## config.mk

```make
export PLATFORM = sky130hd
export DESIGN_NAME = ddr3_app_arbiter
export DESIGN_NICKNAME = d
export VERILOG_FILES = /design/src/rtl/ddr3_app_arbiter.sv
export SDC_FILE = /design/constraint.sdc
export NUM_CORES = 1
export LEC_CHECK = 0
export ABC_AREA = 1
export CORE_AREA = 8 8 655 657
export CTS_BUF_LIST = sky130_fd_sc_hd__clkbuf_4 sky130_fd_sc_hd__clkbuf_8 sky130_fd_sc_hd__clkbuf_16
export DETAILED_ROUTE_END_ITERATION = 7
export DIE_AREA = 0 0 663 665
export PLACE_DENSITY_LB_ADDON = 0.15
export SETUP_SLACK_MARGIN = 0.4
export SYNTH_ARGS = -nofsm -noshare
export SYNTH_HDL_FRONTEND = slang
export SYNTH_SLANG_ARGS = --single-unit
export TNS_END_PERCENT = 1
```

## constraint.sdc

```tcl
create_clock -name ui_clk -period 32.3 [get_ports ui_clk]
set_input_delay 6.46 -clock ui_clk [delete_from_list [all_inputs] [get_ports ui_clk]]
set_output_delay 6.46 -clock ui_clk [all_outputs]
set_load 0.01 [all_outputs]
```

## src/rtl/ddr3_app_arbiter.sv

```systemverilog
// Two-port round-robin front end for the MIG app interface; one command held at a time, 2+ cycles each.
// Read tags are queued in issue order so returned data is routed to its requester one cycle later.
module ddr3_app_arbiter #(
   parameter int ADDR_W   = 29,
   parameter int DATA_W   = 256,
   parameter int RD_DEPTH = 16
) (
   input  logic                       ui_clk,
   input  logic                       ui_clk_sync_rst,
   input  logic                       init_calib_complete,
   input  logic                       p0_req_valid,
   output logic                       p0_req_ready,
   input  logic                       p0_req_cmd,
   input  logic [ADDR_W-1:0]          p0_req_addr,
   input  logic [DATA_W-1:0]          p0_req_wdata,
   output logic                       p0_rsp_valid,
   output logic [DATA_W-1:0]          p0_rsp_data,
   input  logic                       p1_req_valid,
   output logic                       p1_req_ready,
   input  logic                       p1_req_cmd,
   input  logic [ADDR_W-1:0]          p1_req_addr,
   input  logic [DATA_W-1:0]          p1_req_wdata,
   output logic                       p1_rsp_valid,
   output logic [DATA_W-1:0]          p1_rsp_data,
   output logic                       app_en,
   output logic [2:0]                 app_cmd,
   output logic [ADDR_W-1:0]          app_addr,
   output logic                       app_wdf_wren,
   output logic                       app_wdf_end,
   output logic [DATA_W-1:0]          app_wdf_data,
   output logic [DATA_W/8-1:0]        app_wdf_mask,
   input  logic                       app_rdy,
   input  logic                       app_wdf_rdy,
   input  logic                       app_rd_data_valid,
   input  logic [DATA_W-1:0]          app_rd_data,
   output logic [$clog2(RD_DEPTH):0]  rd_outstanding,
   output logic                       rd_err
);

   localparam int PW = $clog2(RD_DEPTH);
   localparam int CW = PW + 1;
   localparam logic [CW-1:0] RD_FULL = CW'(RD_DEPTH);

   typedef enum logic [1:0] {S_CALIB, S_ARB, S_ISSUE} state_t;

   state_t              state_d, state_q;
   logic                rr_ptr_d, rr_ptr_q;
   logic                gnt_port_d, gnt_port_q;
   logic                app_en_d, app_en_q;
   logic [2:0]          app_cmd_d, app_cmd_q;
   logic [ADDR_W-1:0]   app_addr_d, app_addr_q;
   logic [DATA_W-1:0]   app_wdf_data_d, app_wdf_data_q;
   logic [RD_DEPTH-1:0] tag_mem_d, tag_mem_q;
   logic [PW-1:0]       wr_ptr_d, wr_ptr_q;
   logic [PW-1:0]       rd_ptr_d, rd_ptr_q;
   logic [CW-1:0]       rd_cnt_d, rd_cnt_q;
   logic                rd_err_d, rd_err_q;
   logic                p0_rsp_valid_d, p0_rsp_valid_q;
   logic                p1_rsp_valid_d, p1_rsp_valid_q;
   logic [DATA_W-1:0]   p0_rsp_data_d, p0_rsp_data_q;
   logic [DATA_W-1:0]   p1_rsp_data_d, p1_rsp_data_q;

   logic elig0, elig1, gnt_vld, gnt_sel, accept, push, pop, pop_tag;

   always_comb begin
      elig0   = p0_req_valid && (!p0_req_cmd || (rd_cnt_q < RD_FULL));
      elig1   = p1_req_valid && (!p1_req_cmd || (rd_cnt_q < RD_FULL));
      gnt_vld = (state_q == S_ARB) && init_calib_complete && (elig0 || elig1);
      gnt_sel = (elig0 && elig1) ? rr_ptr_q : elig1;
      // A read only needs the command slot; a write also needs the data FIFO.
      accept  = (state_q == S_ISSUE) && app_rdy && (app_cmd_q[0] || app_wdf_rdy);
      push    = accept && app_cmd_q[0];
      pop     = app_rd_data_valid && (rd_cnt_q != '0);
      pop_tag = tag_mem_q[rd_ptr_q];

      state_d        = state_q;
      rr_ptr_d       = rr_ptr_q;
      gnt_port_d     = gnt_port_q;
      app_en_d       = app_en_q;
      app_cmd_d      = app_cmd_q;
      app_addr_d     = app_addr_q;
      app_wdf_data_d = app_wdf_data_q;
      tag_mem_d      = tag_mem_q;
      wr_ptr_d       = wr_ptr_q;
      rd_ptr_d       = rd_ptr_q;
      rd_cnt_d       = rd_cnt_q;
      rd_err_d       = rd_err_q;
      p0_rsp_valid_d = 1'b0;
      p1_rsp_valid_d = 1'b0;
      p0_rsp_data_d  = p0_rsp_data_q;
      p1_rsp_data_d  = p1_rsp_data_q;

      case (state_q)
         S_CALIB: begin
            if (init_calib_complete) state_d = S_ARB;
         end
         S_ARB: begin
            if (!init_calib_complete) begin
               state_d = S_CALIB;
            end else if (gnt_vld) begin
               gnt_port_d     = gnt_sel;
               app_en_d       = 1'b1;
               app_cmd_d      = {2'b00, gnt_sel ? p1_req_cmd : p0_req_cmd};
               app_addr_d     = gnt_sel ? p1_req_addr : p0_req_addr;
               app_wdf_data_d = gnt_sel ? p1_req_wdata : p0_req_wdata;
               state_d        = S_ISSUE;
            end
         end
         S_ISSUE: begin
            if (accept) begin
               app_en_d = 1'b0;
               rr_ptr_d = ~gnt_port_q;
               state_d  = S_ARB;
            end
         end
         default: state_d = S_CALIB;
      endcase

      if (push) begin
         tag_mem_d[wr_ptr_q] = gnt_port_q;
         wr_ptr_d            = wr_ptr_q + PW'(1);
      end
      if (pop) begin
         rd_ptr_d = rd_ptr_q + PW'(1);
         if (pop_tag) begin
            p1_rsp_valid_d = 1'b1;
            p1_rsp_data_d  = app_rd_data;
         end else begin
            p0_rsp_valid_d = 1'b1;
            p0_rsp_data_d  = app_rd_data;
         end
      end
      if (app_rd_data_valid && (rd_cnt_q == '0)) rd_err_d = 1'b1;

      case ({push, pop})
         2'b10:   rd_cnt_d = rd_cnt_q + CW'(1);
         2'b01:   rd_cnt_d = rd_cnt_q - CW'(1);
         default: rd_cnt_d = rd_cnt_q;
      endcase
   end

   always_ff @(posedge ui_clk or posedge ui_clk_sync_rst) begin
      if (ui_clk_sync_rst) begin
         state_q        <= S_CALIB;
         rr_ptr_q       <= 1'b0;
         gnt_port_q     <= 1'b0;
         app_en_q       <= 1'b0;
         app_cmd_q      <= '0;
         app_addr_q     <= '0;
         app_wdf_data_q <= '0;
         tag_mem_q      <= '0;
         wr_ptr_q       <= '0;
         rd_ptr_q       <= '0;
         rd_cnt_q       <= '0;
         rd_err_q       <= 1'b0;
         p0_rsp_valid_q <= 1'b0;
         p1_rsp_valid_q <= 1'b0;
         p0_rsp_data_q  <= '0;
         p1_rsp_data_q  <= '0;
      end else begin
         state_q        <= state_d;
         rr_ptr_q       <= rr_ptr_d;
         gnt_port_q     <= gnt_port_d;
         app_en_q       <= app_en_d;
         app_cmd_q      <= app_cmd_d;
         app_addr_q     <= app_addr_d;
         app_wdf_data_q <= app_wdf_data_d;
         tag_mem_q      <= tag_mem_d;
         wr_ptr_q       <= wr_ptr_d;
         rd_ptr_q       <= rd_ptr_d;
         rd_cnt_q       <= rd_cnt_d;
         rd_err_q       <= rd_err_d;
         p0_rsp_valid_q <= p0_rsp_valid_d;
         p1_rsp_valid_q <= p1_rsp_valid_d;
         p0_rsp_data_q  <= p0_rsp_data_d;
         p1_rsp_data_q  <= p1_rsp_data_d;
      end
   end

   assign p0_req_ready   = gnt_vld && !gnt_sel;
   assign p1_req_ready   = gnt_vld && gnt_sel;
   assign app_en         = app_en_q;
   assign app_cmd        = app_cmd_q;
   assign app_addr       = app_addr_q;
   assign app_wdf_data   = app_wdf_data_q;
   assign app_wdf_wren   = app_en_q && !app_cmd_q[0];
   assign app_wdf_end    = app_en_q && !app_cmd_q[0];
   assign app_wdf_mask   = '0;
   assign p0_rsp_valid   = p0_rsp_valid_q;
   assign p1_rsp_valid   = p1_rsp_valid_q;
   assign p0_rsp_data    = p0_rsp_data_q;
   assign p1_rsp_data    = p1_rsp_data_q;
   assign rd_outstanding = rd_cnt_q;
   assign rd_err         = rd_err_q;

endmodule
```

# --- After elaboration in Yosys (flattened, before gate mapping) ---
# Cells that the tools add are included.
totals:
  in_bits: 836
  out_inout_bits: 845
  reg_bits: 835
  wordCells: 91
classes:
  n_reduce_logical: 33
  eq_ne: 9
  bitwise_logic: 2
  order_cmp: 4
  n_mux: 23
  addsub: 4
ops:
  columns: ["cell", "n"]
  rows:
  - ["$mux W256", 1]
  - ["$mux W29", 1]
  - ["$bwmux W16", 1]
  - ["$logic_and A1 B1 Y1", 14]
  - ["$mux W1", 11]
  - ["$lt A4 B5 Y1 const B", 2]
  - ["$pmux W5 S2", 1]
  - ["$add A4 B1 Y4 const B", 2]
  - ["$mux W2", 4]
  - ["$ne A2 B2 Y1 const B", 4]
  - ["$pmux W2 S3", 1]
  - ["$reduce_and A2 Y1", 3]
  - ["$reduce_and A3 Y1", 2]
  - ["$add A5 B1 Y5 const B", 1]
  - ["$logic_not A5 Y1", 1]
  - ["$lt A5 B5 Y1 const B", 1]
  - ["$reduce_bool A5 Y1", 1]
  - ["$sub A5 B1 Y5 const B", 1]
  - ["$bmux W1 S4", 1]
  - ["$demux W1 S4", 1]
  - ["$eq A2 B1 Y1 const B", 2]
  - ["$eq A2 B2 Y1 const B", 2]
  - ["$ge A4 B1 Y1 const B", 1]
  - ["$logic_not A1 Y1", 4]
  - ["7 further kinds", 12]

# --- Longest topological paths before layout ---
logic_depth:
  word_depth: 8
  depth_mapped: 17
  ltp_nobuf: 14

# --- Worst setup path after synthesis ---
# OpenSTA, ideal clock, no wires.
synth_path:
  path_type: "input -> output"
  start: "input p0_req_cmd"
  end: "output p0_req_ready"
  t_required_ns: 25.840
  slack_ns: 18.454
  path_buffers: 1
  t_arrival_ns: 7.386
  path_stages: 7
  path_cell_list: "inv_1 o21ai_1 or2_1 nand2_1 inv_2 nor2_4 buf_1"
synth_between:
  elab_chain_len: 7
  elab_cells_between_ends: 9
  classes_between: "mux (1); reduce/logical (8)"
synth_lines:
  columns: ["element", "line_no", "text"]
  rows:
  - ["start: declaration", "13", "input logic p0_req_cmd,"]
  - ["$logic_not A1 Y1 *", "66", "elig0 = p0_req_valid && (!p0_req_cmd || (rd_cnt_q < RD_FULL));"]
  - ["$logic_or A1 B1 Y1 *", "66", null]
  - ["$logic_and A1 B1 Y1 *", "66", null]
  - ["$logic_and A1 B1 Y1", "69", "gnt_sel = (elig0 && elig1) ? rr_ptr_q : elig1;"]
  - ["$mux W1", "69", null]
  - ["$logic_not A1 Y1", "180", "assign p0_req_ready = gnt_vld && !gnt_sel;"]
  - ["$logic_and A1 B1 Y1 *", "180", null]
  - ["end: declaration", "12", "output logic p0_req_ready,"]
# Mark *: on every way between the ends. The rest lies on a longest branch, timed or not.

# --- Worst setup path in the final report ---
layout_path:
  start: "input p0_req_cmd"
  end: "output p1_req_ready"
layout_between:
  elab_chain_len: 6
  elab_cells_between_ends: 8
  classes_between: "mux (1); reduce/logical (7)"
layout_lines:
  columns: ["element", "line_no", "text"]
  rows:
  - ["$logic_not A1 Y1 *", "66", null]
  - ["$logic_or A1 B1 Y1 *", "66", null]
  - ["$logic_and A1 B1 Y1 *", "66", null]
  - ["$logic_and A1 B1 Y1 or $logic_or A1 B1 Y1 (tied branches)", "69, 68", null]
  - ["$mux W1 or $logic_and A1 B1 Y1 (tied branches)", "69, 68", null]
  - ["$logic_and A1 B1 Y1 *", "181", "assign p1_req_ready = gnt_vld && gnt_sel;"]
  - ["end: declaration", "19", "output logic p1_req_ready,"]
# Marked as above.

==> impl_metrics.py <==
metrics = {
    "status": {
        "status": "finished clean",
    },
    "grt": {
        "grt_max_degree": 165,
        "gr-total-overflow": 0,
        "grt_antenna_before_repair": 108,
        "grt_use_total": 0.133,
        "grt_pass1_wl_um": 397000,
        "grt_pass1_vias": 37100,
    },
    "finish": {
        "final_nets": 6126,
        "drive_gt1_frac": 0.0542,
        "area_delta_synth_final_pct": 76.5,
    },
    "die": {
        "io_pins": 1681,
        "rows": 238,
        "core_area_um2": 418000,
        "die_w_um": 663,
        "dieArea_um2": 441000,
        "start_util": 0.0828,
        "dieHeight_um": 665,
    },
    "logic_synthesis": {
        "synth.distinct_cells": 30,
        "synth_top_area_frac": 0.603,
        "synth.largest_area_cell": "dfrtp_1",
        "seq_area_frac_synth": 0.603,
        "synth.cell_area_um2": 34600,
        "synth_top_flop_cell": "dfrtp_1",
        "synth_edf_count": 0,
        "async_flop_share": 1.00,
        "yosys-top-cells-area": "dfrtp_1 60%, nand2_1 18%, a22oi_1 6.2%, nand4_1 4.7%, nand3_1 3.9%",
        "synth_seq_cells": 835,
        "avgSynthCellArea_um2": 9.23,
        "synth_cells": 3753,
        "yosysWarnings": 0,
    },
    "placed_design": {
        "hpwl_um": 246000,
        "gp_congestion": 0.816,
        "io_buffer_count": 1646,
    },
    "cts": {
        "h-tree-depth": 3,
        "clkLatencyLatePin_ps": 900,
        "cts_num_sinks": 835,
        "clk_path_buf_depth": 4,
        "cts_tree": "built",
        "postCtsHoldBufs": 0,
        "cts-root-buf": "clkbuf_16",
        "numCtsBuffers": 124,
        "cts_resized": 0,
        "postCtsSetupRepairBufs": 0,
        "cts.clk_slew.worst_paths_ps": 60,
    },
    "detailed_routing": {
        "wl_met1_um": 105000,
        "drc_errors": 0,
        "drtIter0Drc": 2012,
        "drt-vias-per-instance": 3.20,
        "wl_um": 308000,
        "met3_length_um": 24100,
        "first_pass_iters": 5,
        "vias": 35000,
        "ant_nets": 0,
        "top_layer": "met5",
        "wl_met2_um": 170000,
        "wl_per_cell_um": 28.2,
    },
    "sta": {
        "tightestPinTransition_ps": 1120,
        "holdWs_ps": 467,
        "fmax_mhz": 63.3,
        "skew_ps": 75.6,
        "rsz0062_at_grt": "no",
        "fin_crit_sh": 0.489,
        "finalSetupViolCount": 0,
        "setup_tns_ps": 0,
        "hold_viol_final": 0,
        "finalCriticalPeriod_ps": 15800,
        "max_slew_margin": 0.253,
        "slew_viol_final": 0,
    },
    "setup_path": {
        "setup.worst_path.start_class": "input pin",
        "critPathKind": "in -> out",
        "worstPathArrival_ps": 9340,
        "cp_max_fo": 70,
        "required_ps": 25840,
        "end_kind": "output pin",
    },
    "min_path": {
        "hp-class": "reg -> reg",
    },
    "pwr": {
        "cellPowerDensity_nw_per_um2": 109,
        "total_power_mw": 6.67,
        "p_leak_nw": 26.1,
        "vdd_drop_max_uv": 55.5,
    },
    "flow_run": {
        "maxCapViolCount": 0,
    },
}
[logic make-up (layout without fill, tap and decap cells)]
family,count (synthesis),count (layout),share of synthesized area
fa+ha+maj,7,7,0.00253
xor+xnor,12,12,0.00303
buf+inv,367,1954,0.0534
other cells,1,61,0.000108
simple gates,2192,2192,0.267
compound gates,339,339,0.0707
flops,835,835,0.603
[final cells by class]
class / count / area [um^2]
tap: 5520 / 6910
fill: 47300 / 357000
multi-input combinational: 2584 / 12100
sequential: 835 / 20900
antenna: 27 / 67.6
timing repair buffer: 1702 / 16900
inverter: 36 / 158
clock inverter: 27 / 333
clock buffer: 189 / 3800
[per-layer routing]
| layer | vias up | global-route usage |
|---|---|---|
| li1 | 15600 | - |
| met5 | - | 0 |
| met1 | 17700 | 0.130 |
| met2 | 1239 | 0.263 |
| met3 | 374 | 0.0484 |
| met4 | 72 | 0.0316 |
[power by group]
part	internal, mW	total [mW]	switching, mW
Sequential	1.55	1.92	0.369
Clock	0.843	1.43	0.587
Combinational	1.28	3.32	2.04
Total	3.68	6.67	2.99
[cells in the mapped netlist, types with 16 or more instances]
cell type / n
nand3_1: 268
buf_1: 16
nand2_1: 1629
a22oi_1: 286
buf_4: 55
dfrtp_1: 835
buf_2: 202
clkbuf_1: 56
nor2_1: 27
nand4_1: 259
inv_1: 29
[worst paths after layout]
kind                                        start          endpoint  slack [ps]  depth (start not counted)
worst max-delay path                   p0_req_cmd      p1_req_ready       16500                          8
worst min-delay path              p0_rsp_data[69]   p0_rsp_data[69]         470                          2
worst max register to register  rd_outstanding[4]  app_wdf_data[60]       27070                         11
worst min register to register    p0_rsp_data[69]   p0_rsp_data[69]         470                          2
max in group asynchronous         ui_clk_sync_rst  app_wdf_data[80]       22510                          6
min in group asynchronous         ui_clk_sync_rst   p1_rsp_data[68]        6210                          2
[registers in the layout, indices dropped and copies added, names as in the netlist, 2 cells and up]
name / count
app_wdf_data: 256
p0_rsp_data: 256
p1_rsp_data: 256
app_addr: 29
tag_mem_q: 16
rd_outstanding: 5
rd_ptr_q: 4
wr_ptr_q: 4
state_q: 2
[through the flow]
stage | cell area, um^2 | instances | util | worst slack [ps]
3_5_place_dp | 57000 | 10700 | 0.136 | 16540
6_report | 61200 | 10900 | 0.146 | 16500
2_1_floorplan | 34800 | 3786 | - | 2380
3_3_place_gp | 57000 | 10700 | 0.136 | 16480
4_1_cts | 61100 | 10900 | 0.146 | 16530
5_1_grt | 61100 | 10900 | 0.146 | 16410
[critical path, stage by stage]
cell and delay (ps):
clkdlybuf4s50_1 510, inv_1 70, o21ai_1 380, or2_1 200
nand2_1 160, nor2_4 110, buf_4 730, clkdlybuf4s50_1 690
[layout by cell type (no fill, tap or decap), drive strengths merged]
cell type	instances
buf	58
nand4	259
diode	27
o211ai	3
clkbuf	189
a21oi	15
nor2	29
clkinv	18
xor2	8
or2	1
conb	34
nor3	1
clkdlybuf4s50	1644
dfrtp	835
nand3	271
inv	37
o21bai	2
a22oi	286
bufinv	5
ha	7
o21ai	19
a31oi	14
xnor2	4
nand2	1631
clkinvlp	3
(Power assumes the default switching activity.)
